===== config.mk =====
export PLATFORM = sky130hd
export DESIGN_NAME = bp_pht_ctrl_flat
export DESIGN_NICKNAME = d
export VERILOG_FILES = /design/src/rtl/bp_pht_ctrl_if.sv /design/src/rtl/bp_pht_ctrl.sv /design/src/flat_wrapper.sv
export SDC_FILE = /design/constraint.sdc
export NUM_CORES = 1
export LEC_CHECK = 0
export BUFFER_PORTS_ARGS = -buffer_cell sky130_fd_sc_hd__buf_2
export CORE_ASPECT_RATIO = 0.6
export CORE_MARGIN = 2
export CORE_UTILIZATION = 35
export CTS_BUF_LIST = sky130_fd_sc_hd__clkbuf_8
export DETAILED_ROUTE_END_ITERATION = 7
export REMOVE_ABC_BUFFERS = 1
export SYNTH_ARGS = -nofsm -noshare
export SYNTH_HDL_FRONTEND = slang
export SYNTH_SLANG_ARGS = --single-unit

===== constraint.sdc =====
create_clock -name clk_i -period 3.53 [get_ports clk_i]
set_input_delay 0.353 -clock clk_i [delete_from_list [all_inputs] [get_ports clk_i]]
set_output_delay 0.353 -clock clk_i [all_outputs]
set_load 0.02 [all_outputs]

===== src/rtl/bp_pht_ctrl_if.sv =====
// Fetch/execute side of the gshare PHT controller:
// lookup request, prediction return and resolve queue.
interface bp_pht_ctrl_if #(
  parameter int IDX_W = 10
) ();
  logic             lookup_valid_i;
  logic [IDX_W-1:0] lookup_pc_i;
  logic             lookup_ready_o;
  logic             predict_valid_o;
  logic             predict_taken_o;
  logic             resolve_valid_i;
  logic [IDX_W-1:0] resolve_pc_i;
  logic             resolve_taken_i;
  logic             resolve_ready_o;

  modport master (
    output lookup_valid_i,
    output lookup_pc_i,
    input  lookup_ready_o,
    input  predict_valid_o,
    input  predict_taken_o,
    output resolve_valid_i,
    output resolve_pc_i,
    output resolve_taken_i,
    input  resolve_ready_o
  );

  modport slave (
    input  lookup_valid_i,
    input  lookup_pc_i,
    output lookup_ready_o,
    output predict_valid_o,
    output predict_taken_o,
    input  resolve_valid_i,
    input  resolve_pc_i,
    input  resolve_taken_i,
    output resolve_ready_o
  );
endinterface


===== src/rtl/bp_pht_ctrl.sv =====
// Single-port PHT sequencer: table clear, GHR,
// resolve queue and lookup/update port arbitration.
module bp_pht_ctrl #(
  parameter int IDX_W  = 10,
  parameter int QDEPTH = 4
) (
  input  logic             clk_i,
  input  logic             rst_ni,
  bp_pht_ctrl_if.slave     bus,
  output logic [IDX_W-1:0] ghr_o,
  output logic             init_done_o,
  output logic             pht_en_o,
  output logic             pht_we_o,
  output logic [IDX_W-1:0] pht_addr_o,
  output logic [1:0]       pht_wdata_o,
  input  logic [1:0]       pht_rdata_i
);
  localparam int PW = $clog2(QDEPTH);
  localparam logic [PW:0] FULL = (PW+1)'(QDEPTH);

  typedef enum logic [1:0] {
    INIT,
    IDLE,
    UPD_WR
  } state_e;

  state_e           state_q, state_d;
  logic [IDX_W-1:0] init_q;
  logic [IDX_W-1:0] ghr_q;
  logic [IDX_W-1:0] q_idx [QDEPTH];
  logic [QDEPTH-1:0] q_tk;
  logic [PW-1:0]    wptr_q, rptr_q;
  logic [PW:0]      cnt_q;
  logic             done_q, pv_q;

  logic             full, push, pop;
  logic             lk_rdy, lk_acc;
  logic             en_c, we_c;
  logic [IDX_W-1:0] addr_c;
  logic [1:0]       wdata_c;
  logic [IDX_W-1:0] head_idx;
  logic             head_tk;
  logic [1:0]       cur;

  assign full     = (cnt_q == FULL);
  assign head_idx = q_idx[rptr_q];
  assign head_tk  = q_tk[rptr_q];
  assign cur      = pht_rdata_i;

  assign bus.resolve_ready_o = !full;
  assign push   = bus.resolve_valid_i && !full;
  assign lk_acc = bus.lookup_valid_i && lk_rdy;

  always_comb begin
    state_d = state_q;
    en_c    = 1'b0;
    we_c    = 1'b0;
    addr_c  = init_q;
    wdata_c = 2'b00;
    pop     = 1'b0;
    lk_rdy  = 1'b0;
    unique case (state_q)
      INIT: begin
        en_c = 1'b1;
        we_c = 1'b1;
        if (&init_q) state_d = IDLE;
      end
      IDLE: begin
        if (full) begin
          en_c    = 1'b1;
          addr_c  = head_idx;
          state_d = UPD_WR;
        end else begin
          lk_rdy = 1'b1;
          if (bus.lookup_valid_i) begin
            en_c   = 1'b1;
            addr_c = bus.lookup_pc_i ^ ghr_q;
          end else if (cnt_q != '0) begin
            en_c    = 1'b1;
            addr_c  = head_idx;
            state_d = UPD_WR;
          end
        end
      end
      UPD_WR: begin
        en_c   = 1'b1;
        we_c   = 1'b1;
        addr_c = head_idx;
        pop    = 1'b1;
        // 2-bit saturating counter step
        if (head_tk)
          wdata_c = (cur == 2'b11) ? cur : cur + 2'b01;
        else
          wdata_c = (cur == 2'b00) ? cur : cur - 2'b01;
        state_d = IDLE;
      end
      default: state_d = INIT;
    endcase
  end

  // Port is held off while reset is asserted.
  assign pht_en_o    = en_c & rst_ni;
  assign pht_we_o    = we_c & rst_ni;
  assign pht_addr_o  = addr_c;
  assign pht_wdata_o = wdata_c;

  assign bus.lookup_ready_o  = lk_rdy;
  assign bus.predict_valid_o = pv_q;
  assign bus.predict_taken_o = pv_q & pht_rdata_i[1];
  assign ghr_o       = ghr_q;
  assign init_done_o = done_q;

  always_ff @(posedge clk_i or negedge rst_ni) begin
    if (!rst_ni) begin
      state_q <= INIT;
      init_q  <= '0;
      ghr_q   <= '0;
      wptr_q  <= '0;
      rptr_q  <= '0;
      cnt_q   <= '0;
      done_q  <= 1'b0;
      pv_q    <= 1'b0;
    end else begin
      state_q <= state_d;
      pv_q    <= lk_acc;
      if (state_q == INIT) begin
        init_q <= init_q + 1'b1;
        if (&init_q) done_q <= 1'b1;
      end
      if (push) begin
        ghr_q  <= {ghr_q[IDX_W-2:0], bus.resolve_taken_i};
        wptr_q <= wptr_q + 1'b1;
      end
      if (pop) rptr_q <= rptr_q + 1'b1;
      unique case ({push, pop})
        2'b10:   cnt_q <= cnt_q + 1'b1;
        2'b01:   cnt_q <= cnt_q - 1'b1;
        default: cnt_q <= cnt_q;
      endcase
    end
  end

  always_ff @(posedge clk_i) begin
    if (push) begin
      q_idx[wptr_q] <= bus.resolve_pc_i ^ ghr_q;
      q_tk[wptr_q]  <= bus.resolve_taken_i;
    end
  end
endmodule


===== src/flat_wrapper.sv =====
// flat-port wrapper written by rule: the top's interface ports become plain ports
module bp_pht_ctrl_flat 
#(
  parameter int IDX_W  = 10,
  parameter int QDEPTH = 4
)
  (clk_i, rst_ni, ghr_o, init_done_o, pht_en_o, pht_we_o, pht_addr_o, pht_wdata_o, pht_rdata_i, bus_lookup_valid_i, bus_lookup_pc_i, bus_lookup_ready_o, bus_predict_valid_o, bus_predict_taken_o, bus_resolve_valid_i, bus_resolve_pc_i, bus_resolve_taken_i, bus_resolve_ready_o);
  bp_pht_ctrl_if #(.IDX_W(IDX_W)) bus_i ();
  input  logic clk_i;
  input  logic rst_ni;
  output logic [IDX_W-1:0] ghr_o;
  output logic init_done_o;
  output logic pht_en_o;
  output logic pht_we_o;
  output logic [IDX_W-1:0] pht_addr_o;
  output logic [1:0] pht_wdata_o;
  input  logic [1:0] pht_rdata_i;
  input wire logic [$bits(bus_i.lookup_valid_i)-1:0] bus_lookup_valid_i;
  input wire logic [$bits(bus_i.lookup_pc_i)-1:0] bus_lookup_pc_i;
  output wire logic [$bits(bus_i.lookup_ready_o)-1:0] bus_lookup_ready_o;
  output wire logic [$bits(bus_i.predict_valid_o)-1:0] bus_predict_valid_o;
  output wire logic [$bits(bus_i.predict_taken_o)-1:0] bus_predict_taken_o;
  input wire logic [$bits(bus_i.resolve_valid_i)-1:0] bus_resolve_valid_i;
  input wire logic [$bits(bus_i.resolve_pc_i)-1:0] bus_resolve_pc_i;
  input wire logic [$bits(bus_i.resolve_taken_i)-1:0] bus_resolve_taken_i;
  output wire logic [$bits(bus_i.resolve_ready_o)-1:0] bus_resolve_ready_o;
  assign bus_i.lookup_valid_i = bus_lookup_valid_i;
  assign bus_i.lookup_pc_i = bus_lookup_pc_i;
  assign bus_lookup_ready_o = bus_i.lookup_ready_o;
  assign bus_predict_valid_o = bus_i.predict_valid_o;
  assign bus_predict_taken_o = bus_i.predict_taken_o;
  assign bus_i.resolve_valid_i = bus_resolve_valid_i;
  assign bus_i.resolve_pc_i = bus_resolve_pc_i;
  assign bus_i.resolve_taken_i = bus_resolve_taken_i;
  assign bus_resolve_ready_o = bus_i.resolve_ready_o;
  bp_pht_ctrl #(.IDX_W(IDX_W), .QDEPTH(QDEPTH)) u_core (.clk_i(clk_i), .rst_ni(rst_ni), .bus(bus_i), .ghr_o(ghr_o), .init_done_o(init_done_o), .pht_en_o(pht_en_o), .pht_we_o(pht_we_o), .pht_addr_o(pht_addr_o), .pht_wdata_o(pht_wdata_o), .pht_rdata_i(pht_rdata_i));
endmodule

-- Word level (Yosys, flattened, before mapping)
Memory sizes are Yosys's and may differ from the RTL's.
Index checks and enable logic that the tools add are counted.
W data, S select, Z words.
- register bits after elaboration: 35
- bits in latches: 0
- bits in writable memories: 40
- memory bits (read-only): 0
- input bits: 27
- output and inout port bits: 29
- memories: 1
- memory list (memory ; words ; bits a word ; rd ports ; clocked after memory_dff ; write ports ; RTL line ; source):
    u_core.q_idx ; 4 ; 10 ; 1 ; 0 ; 1 ; bp_pht_ctrl.sv:30 ; logic [IDX_W-1:0] q_idx [QDEPTH];
- add/subtract/negate cells: 7
- multipliers: 0
- div/mod/pow operators: 0
- order comparisons: 3
- equal/unequal tests: 9
- shifts and indexed selects: 0
- mux-type cells: 29
- bitwise operators: 5
- reduce and logical (&&, ||, !) cells: 12
- operators with widths (operator ; count):
    $mux W10 ; 3
    $pmux W10 S2 ; 1
    $xor A10 B10 Y10 ; 2
    $mux W2 ; 8
    $mux W1 ; 11
    $reduce_and A11 Y1 ; 1
    $add A10 B1 Y10 const B ; 1
    $reduce_and A10 Y1 ; 1
    $add A2 B1 Y2 const B ; 3
    $eq A2 B2 Y1 const B ; 3
    $lt A2 B3 Y1 const B ; 2
    $pmux W2 S3 ; 1
    $pmux W3 S2 ; 1
    $bwmux W4 ; 1
    $eq A2 B1 Y1 const B ; 2
    $logic_not A2 Y1 ; 2
    $add A3 B1 Y3 const B ; 1
    $and A1 B1 Y1 ; 3
    $eq A3 B3 Y1 const B ; 1
    $logic_and A1 B1 Y1 ; 3
    $ne A3 B1 Y1 const B ; 1
    $ne A3 B2 Y1 const B ; 1
    $reduce_and A3 Y1 ; 1
    $reduce_bool A3 Y1 ; 1
    other kinds (10) ; 10

-- Logic depth before layout (Yosys ltp)
Gate-level depths: netlist (run 1).
- depth in word-level cells: 6
- depth in mapped cells: 10

-- Worst setup path after synthesis (run 1)
Ideal clock, no wire load.
- kind: register to register
- start: register u_core.cnt_q[0]
- end: register u_core.cnt_q[2]
- library setup time: 0.079 ns
- data arrival time: 2.080 ns
- path slack: 1.371 ns
- cell stages (with the launch flop): 11
- path buffers: 2
- cell sequence: dfrtp_1 -> or3b_1 -> buf_6 -> nand2_4 -> buf_12 -> ha_1 -> inv_1 -> fa_1 -> xor2_1 -> nor2_1 -> xor2_1
- cells in the longest elaborated chain, start to end: 5
- elaborated cells between the ends (all ways): 9
- classes of those cells: 2 x add/sub; 3 x eq/ne; 1 x mux; 3 x reduce/logical
- RTL lines (what ; RTL line ; source):
    start, declared ; bp_pht_ctrl.sv:33 ; logic [PW:0] cnt_q;
    start signal, assigned ; bp_pht_ctrl.sv:136 ; 2'b10: cnt_q <= cnt_q + 1'b1;
    start signal, assigned ; bp_pht_ctrl.sv:137 ; 2'b01: cnt_q <= cnt_q - 1'b1;
    start signal, assigned ; bp_pht_ctrl.sv:138 ; default: cnt_q <= cnt_q;
    $eq A3 B3 Y1 ; bp_pht_ctrl.sv:45 ; assign full = (cnt_q == FULL);
    $logic_not A1 Y1 ; bp_pht_ctrl.sv:51 ; assign push = bus.resolve_valid_i && !full;
    $logic_and A1 B1 Y1 ; bp_pht_ctrl.sv:51 ;
    $eq A2 B1 Y1 or $eq A2 B2 Y1 (tied branches) ; bp_pht_ctrl.sv:135 ; unique case ({push, pop})
    $pmux W3 S2 or $reduce_bool A2 Y1 (tied branches) ; n/a ;
Several ways; a longest one is shown, not always the timed one.
A chain may end at the register's enable or synchronous reset.

-- Final worst setup path (run 1)
- start: register u_core.state_q[1]
- end: output pht_addr_o[8]
- cells in the longest elaborated chain, start to end: 2
- elaborated cells between the ends (all ways): 3
- classes of those cells: 2 x eq/ne; 1 x mux
- RTL lines (what ; RTL line ; source):
    start, declared ; bp_pht_ctrl.sv:27 ; state_e state_q, state_d;
    start signal, assigned ; bp_pht_ctrl.sv:124 ; state_q <= state_d;
    $eq A2 B2 Y1 or $eq A2 B1 Y1 (tied branches) ; bp_pht_ctrl.sv:62 ; unique case (state_q)
    $pmux W10 S2 (*) ; bp_pht_ctrl.sv:62 ;
    end, declared ; flat_wrapper.sv:15 ; output logic [IDX_W-1:0] pht_addr_o;
Every way passes the cells marked *; elsewhere a longest branch is shown, timed or not.

==> results_dict.tcl, run 1 <==
set metrics [dict create \
    hold_viol_final 0 \
    cts_sinks 75 \
    skew_ps 10.0 \
    max_cap_violations 0 \
    ys_ff_latch 75 \
    numCtsBuffers 9 \
    syn_to_final_growth_pct 16.7 \
    diodes 0 \
    grt_pass1_vias 2207 \
    fmax_mhz 349 \
    start_util 0.362 \
    ant_nets 0 \
    dpl-instance-area_um2 3980 \
    post-cts-setup-buffer-count 0 \
    tightest_slew_ps 839 \
    drtIter0Drc 230 \
    comb_power_share 0.243 \
    seq_area_frac_synth 0.584 \
    grt_pass1_wl_um 13000 \
    avgViaCountPerCell 4.94 \
    row_count 28 \
    synth_edf_count 44 \
    track_usage 0.164 \
    die_w_um 135 \
    drc_errors 0 \
    cts_resized 0 \
    relSlewSlack 0.440 \
    fin_nets 349 \
    core-area_um2 9910 \
    run_status "finished, final reports clean" \
    antenna_found_initial 0 \
    critPathKind "flop to output port" \
    synth_cells 253 \
    avgSynthCellArea_um2 14.2 \
    clk_pin_slew_worst_paths_ps 80 \
    dr.pass1.iters 5 \
    vias 2227 \
    drv_slew 0 \
    post-route-period-util 0.811 \
    cp-end-kind "output port" \
    grt_max_degree 34 \
    tns_ps 0 \
    vdd_drop_max_uv 311 \
    p_per_area_nw_per_um2 661 \
    critPathLaunchType "flop" \
    internal_power_w 0.00187 \
    multi_input_area_um2 1320 \
    ys_types 45 \
    cp_max_fo 16 \
    yosys_warnings 0 \
    ys_async_sr_fraction 0.413 \
    io_buffers 55 \
    grt_overflow 0 \
    seq_power_share 0.505 \
    num_io_pins 56 \
    drive_gt1_frac 0.301 \
    switchingPower_w 0.000900 \
    arrival_ps 2510 \
    routabilityCongestion 0.770 \
    cts.hold.buffers_added 0 \
    postLayoutCoreUtil 0.423 \
    worstPathRequired_ps 3180 \
    synthFlopType "edfxtp_1" \
    cts_tree "done" \
    setup_viol_count_final 0 \
    cts_root_buf "clkbuf_8" \
    clock_latency_ps 350 \
    stdcell_area_um2 4190 \
    min_period_ps 2860 \
    clockPowerShare 0.253 \
    p_sw_frac 0.325 \
    h-tree-depth 3 \
    timing.hold.ws_ps 68.0 \
    die_y_um 82.5 \
    p_leak_nw 1.74 \
    rsz0062_at_grt "false" \
    syn-cell-area_um2 3590 \
    setup_slack_ps 666 \
    place_hpwl_um 5970 \
    regArea_um2 2100 \
    fillers 935 \
    wl_per_cell_um 18.5 \
    wirelength_um 8370 \
    hp-class "input port to asynchronous set/reset pin" \
    die-area_um2 11100 \
    place_ws_ps 980 \
    cts_buffer_depth 2 \
]
## power groups by stage
stage	clock network (W)	registers (W)	logic, W
6_report	0.000700	0.00140	0.000673
3_5_place_dp	0	0.00142	0.000681
2_1_floorplan	0	0.00143	0.000383
5_1_grt	0.000750	0.00143	0.000749
4_1_cts	0.000715	0.00140	0.000686
3_3_place_gp	0	0.00140	0.000667
## area by class of cell
| type | count | area share |
|---|---|---|
| Sequential cell | 75 | 0.500 |
| Multi-Input combinational cell | 140 | 0.315 |
| Timing Repair Buffer | 56 | 0.0675 |
| Tap cell | 135 | 0.0403 |
| Clock buffer | 12 | 0.0394 |
| Inverter | 29 | 0.0260 |
| Clock inverter | 4 | 0.0113 |
## synth_stat cells, types with 2 or more instances
library cell  count  area, µm²
o221ai_1         10       87.6
nand2_1           6       22.5
mux2_2            9        101
nor3_1            2       10.0
and2_1            5       31.3
o21ai_0           3       15.0
xor2_1           24        210
a21oi_1           3       15.0
ha_1             10        125
inv_1            29        109
xnor2_1          11       96.3
mux4_2           10        225
o311a_1           2       20.0
dfrtp_1          31        776
edfxtp_1         44       1320
clkbuf_1          2       7.51
nor2_1            3       11.3
buf_2             3       15.0
nand2b_1          2       12.5
mux2_1            2       22.5
nand4_1          13       81.3
and3_1            6       37.5
## per-stage QoR
| stage | cells | power [W] |
|---|---|---|
| final | 451 | 0.00277 |
| after global routing | 451 | 0.00292 |
| after CTS | 451 | 0.00280 |
| after detailed placement | 435 | 0.00210 |
| after global placement | 435 | 0.00207 |
| after floorplan | 244 | 0.00181 |
## worst paths after layout
check	start	to	slack [ps]	cells after the start
setup / recovery	u_core.state_q[1]	pht_addr_o[8]	670	5
hold / removal	rst_ni	u_core.state_q[0]	70	1
setup reg to reg	u_core.cnt_q[0]	u_core.cnt_q[2]	950	8
hold reg to reg	u_core.init_done_o	u_core.init_done_o	470	1
max in group asynchronous	rst_ni	u_core.init_q[8]	2970	1
min in group clk_i	bus_resolve_taken_i	u_core.q_tk[0]	290	1
## layer usage
metal / vias up / wire length [µm] / track usage
li1: 1043 / - / -
met1: 1109 / 4210 / 0.243
met2: 73 / 3500 / 0.230
met3: 2 / 631 / 0.0464
met4: 0 / 25 / 0.0568
met5: - / 0 / 0
## worst max-delay path: stages, from the launching register on
cell and delay [ps]:
dfrtp_1 400, inv_1 90, ha_1 390, a21boi_1 730, o221ai_1 310, buf_2 230
## logic make-up after synthesis
group | after synthesis | share of synthesized area
adder cells (fa/ha/maj) | 12 | 0.0435
flip-flops | 75 | 0.584
AO/OA/AOI/OAI | 26 | 0.0582
AND/OR/NAND/NOR | 44 | 0.0735
buffers and inverters | 38 | 0.0484
multiplexers | 23 | 0.107
XOR/XNOR | 35 | 0.0853
## registers in the layout (all words and copies together), names as in the netlist
| name | cells |
|---|---|
| u_core.q_idx | 40 |
| u_core.rptr_q | 2 |
| u_core.bus.predict_valid_o | 1 |
| u_core.init_done_o | 1 |
| u_core.ghr_o | 10 |
| u_core.q_tk | 4 |
| u_core.state_q | 2 |
| u_core.init_q | 10 |
| u_core.cnt_q | 3 |
| u_core.wptr_q | 2 |
## cell usage in the layout (no fill, tap or decap), types with 2 or more instances in the layout
| master | synthesis | final |
|---|---|---|
| and3_1 | 6 | 6 |
| edfxtp_1 | 44 | 44 |
| nand4_1 | 13 | 13 |
| ha_1 | 10 | 10 |
| and2_1 | 5 | 5 |
| o311a_1 | 2 | 2 |
| dfrtp_1 | 31 | 31 |
| xnor2_1 | 11 | 11 |
| mux2_1 | 2 | 2 |
| buf_2 | 3 | 55 |
| a21oi_1 | 3 | 3 |
| o21ai_0 | 3 | 3 |
| mux2_2 | 9 | 9 |
| nor2_1 | 3 | 3 |
| nand2_1 | 6 | 6 |
| mux4_2 | 10 | 10 |
| inv_1 | 29 | 30 |
| xor2_1 | 24 | 24 |
| nand2b_1 | 2 | 2 |
| nor3_1 | 2 | 2 |
| clkbuf_8 | 0 | 12 |
| o221ai_1 | 10 | 10 |
(Power assumes the default switching activity.)
==> run 2: changes to the inputs <==
- clock period: 3.53 -> 2.7 ns (I/O delays scaled with it)
==> run 2 against run 1 <==
- clock skew down 3.8 ps
- register-to-register slack lost 550 ps
- cell area up 0.15%
- flip-flop and latch count stayed put
- combinational power grew 29%
- critical path depth unchanged
- final cell count increased by 1.6%
- power increased by 23%
- wire length is 0.82% higher
- worst setup slack lost 480 ps
- count of clock-buffer cells in the layout decreased by 3
- die area is the same
- largest power group unchanged
==> results_dict.tcl, run 2 (synthesis gave the netlist of run 1 again) <==
set metrics [dict create \
    run_status "finished, final reports clean" \
    max_cap_violations 0 \
    critPathLaunchType "flop" \
    antenna_found_initial 0 \
    start_util 0.362 \
    setup_viol_count_final 0 \
    vdd_drop_max_uv 415 \
    worstPathRequired_ps 2430 \
    internal_power_w 0.00227 \
    numCtsBuffers 9 \
    wirelength_um 8430 \
    busiest_layer "met2" \
    cts_root_buf "clkbuf_8" \
    p_per_area_nw_per_um2 813 \
    cts_tree "done" \
    dr.pass1.iters 4 \
    diodes 0 \
    cts_buffer_depth 2 \
    die_y_um 82.5 \
    place_hpwl_um 6090 \
    syn_to_final_growth_pct 16.9 \
    hp-class "input port to flop" \
    grt_max_degree 25 \
    cp_max_fo 10 \
    top_register "u_core.q_idx" \
    routabilityCongestion 0.743 \
    row_count 28 \
    drtIter0Drc 221 \
    clockPowerShare 0.210 \
    relSlewSlack 0.539 \
    drc_errors 0 \
    ant_nets 0 \
    vias 2256 \
    core-area_um2 9910 \
    drive_gt1_frac 0.310 \
    wl_per_cell_um 18.4 \
    tns_ps 0 \
    die-area_um2 11100 \
    arrival_ps 2240 \
    p_sw_frac 0.335 \
    grt_pass1_vias 2284 \
    cts_sinks 75 \
    final_common_cell "buf_2" \
    min_period_ps 2510 \
    clk_pin_slew_worst_paths_ps 70 \
    cp-end-kind "output port" \
    dp_cells 441 \
    avgViaCountPerCell 4.93 \
    post-route-period-util 0.930 \
    fin_nets 356 \
    switchingPower_w 0.00114 \
    io_buffers 55 \
    comb_power_share 0.254 \
    grt_use_met2 0.248 \
    die_w_um 135 \
    drv_slew 0 \
    largest_reg_flops 40 \
    post-cts-setup-buffer-count 0 \
    h-tree-depth 3 \
    num_io_pins 56 \
    critPathKind "flop to output port" \
    p_total_w 0.00341 \
    grtUsageMet3 0.0470 \
    fmax_mhz 398 \
    grt_overflow 0 \
    final_cells 458 \
    seq_power_share 0.536 \
    layout_common_cells "55 x buf_2, 44 x edfxtp_1, 31 x dfrtp_1" \
    p_leak_nw 1.74 \
    tightest_slew_ps 687 \
    hold_viol_final 0 \
    gr-usage-met1 0.244 \
    clock_latency_ps 350 \
    postLayoutCoreUtil 0.423 \
    track_usage 0.169 \
    grt_pass1_wl_um 13300 \
    skew_ps 6.25 \
    timing.hold.ws_ps 176 \
    rsz0062_at_grt "false" \
]
## run 2: path summary, 6_finish.rpt
| kind | from | to | slack (ps) | cells past startpoint |
|---|---|---|---|---|
| setup / recovery | u_core.state_q[1] | pht_addr_o[8] | 190 | 5 |
| hold / removal | bus_resolve_taken_i | u_core.q_tk[1] | 180 | 1 |
| setup reg to reg | u_core.cnt_q[0] | u_core.cnt_q[2] | 400 | 8 |
| hold reg to reg | u_core.init_done_o | u_core.init_done_o | 450 | 1 |
| max in group asynchronous | rst_ni | u_core.init_q[1] | 1820 | 3 |
| min in group asynchronous | rst_ni | u_core.wptr_q[0] | 300 | 2 |
## run 2: power by group through the flow
| stage | registers (W) | logic (W) | clock network [W] |
|---|---|---|---|
| global placement | 0.00184 | 0.000854 | 0 |
| global route | 0.00186 | 0.000976 | 0.000788 |
| CTS | 0.00183 | 0.000882 | 0.000734 |
| floorplan | 0.00187 | 0.000501 | 0 |
| detailed placement | 0.00186 | 0.000877 | 0 |
| finish | 0.00183 | 0.000867 | 0.000716 |
## run 2: layer usage
layer | routed length [µm] | up-vias
li1 | - | 1060
met1 | 4380 | 1122
met2 | 3510 | 64
met3 | 450 | 10
met4 | 97 | 0
met5 | 0 | -
## run 2: stage by stage
| step | cell area, µm² | setup slack [ps] |
|---|---|---|
| 2_1_floorplan | 3530 | 336 |
| 3_3_place_gp | 4020 | 271 |
| 3_5_place_dp | 4020 | 193 |
| 4_1_cts | 4200 | 186 |
| 5_1_grt | 4200 | 59.5 |
| 6_report | 4200 | 189 |
## run 2: what timing repair did
item,CTS,global route
setup endpoints to repair,10,0
hold buffers,1,0
hold endpoints to repair,7,0
gates resized for setup,1,0
## run 2: cell type report
| class | instances | area [µm²] |
|---|---|---|
| fill | 955 | 5720 |
| multi-input combinational | 140 | 1330 |
| clock buffer | 9 | 124 |
| clock inverter | 7 | 36.3 |
| tap | 135 | 169 |
| sequential | 75 | 2100 |
| inverter | 29 | 109 |
| timing repair buffer | 63 | 338 |
## run 2: worst max-delay path, stage by stage (launching register included)
cell and delay (ps):
dfrtp_1 420, inv_1 100, ha_1 340, a21boi_2 580, o221ai_1 240, buf_2 210
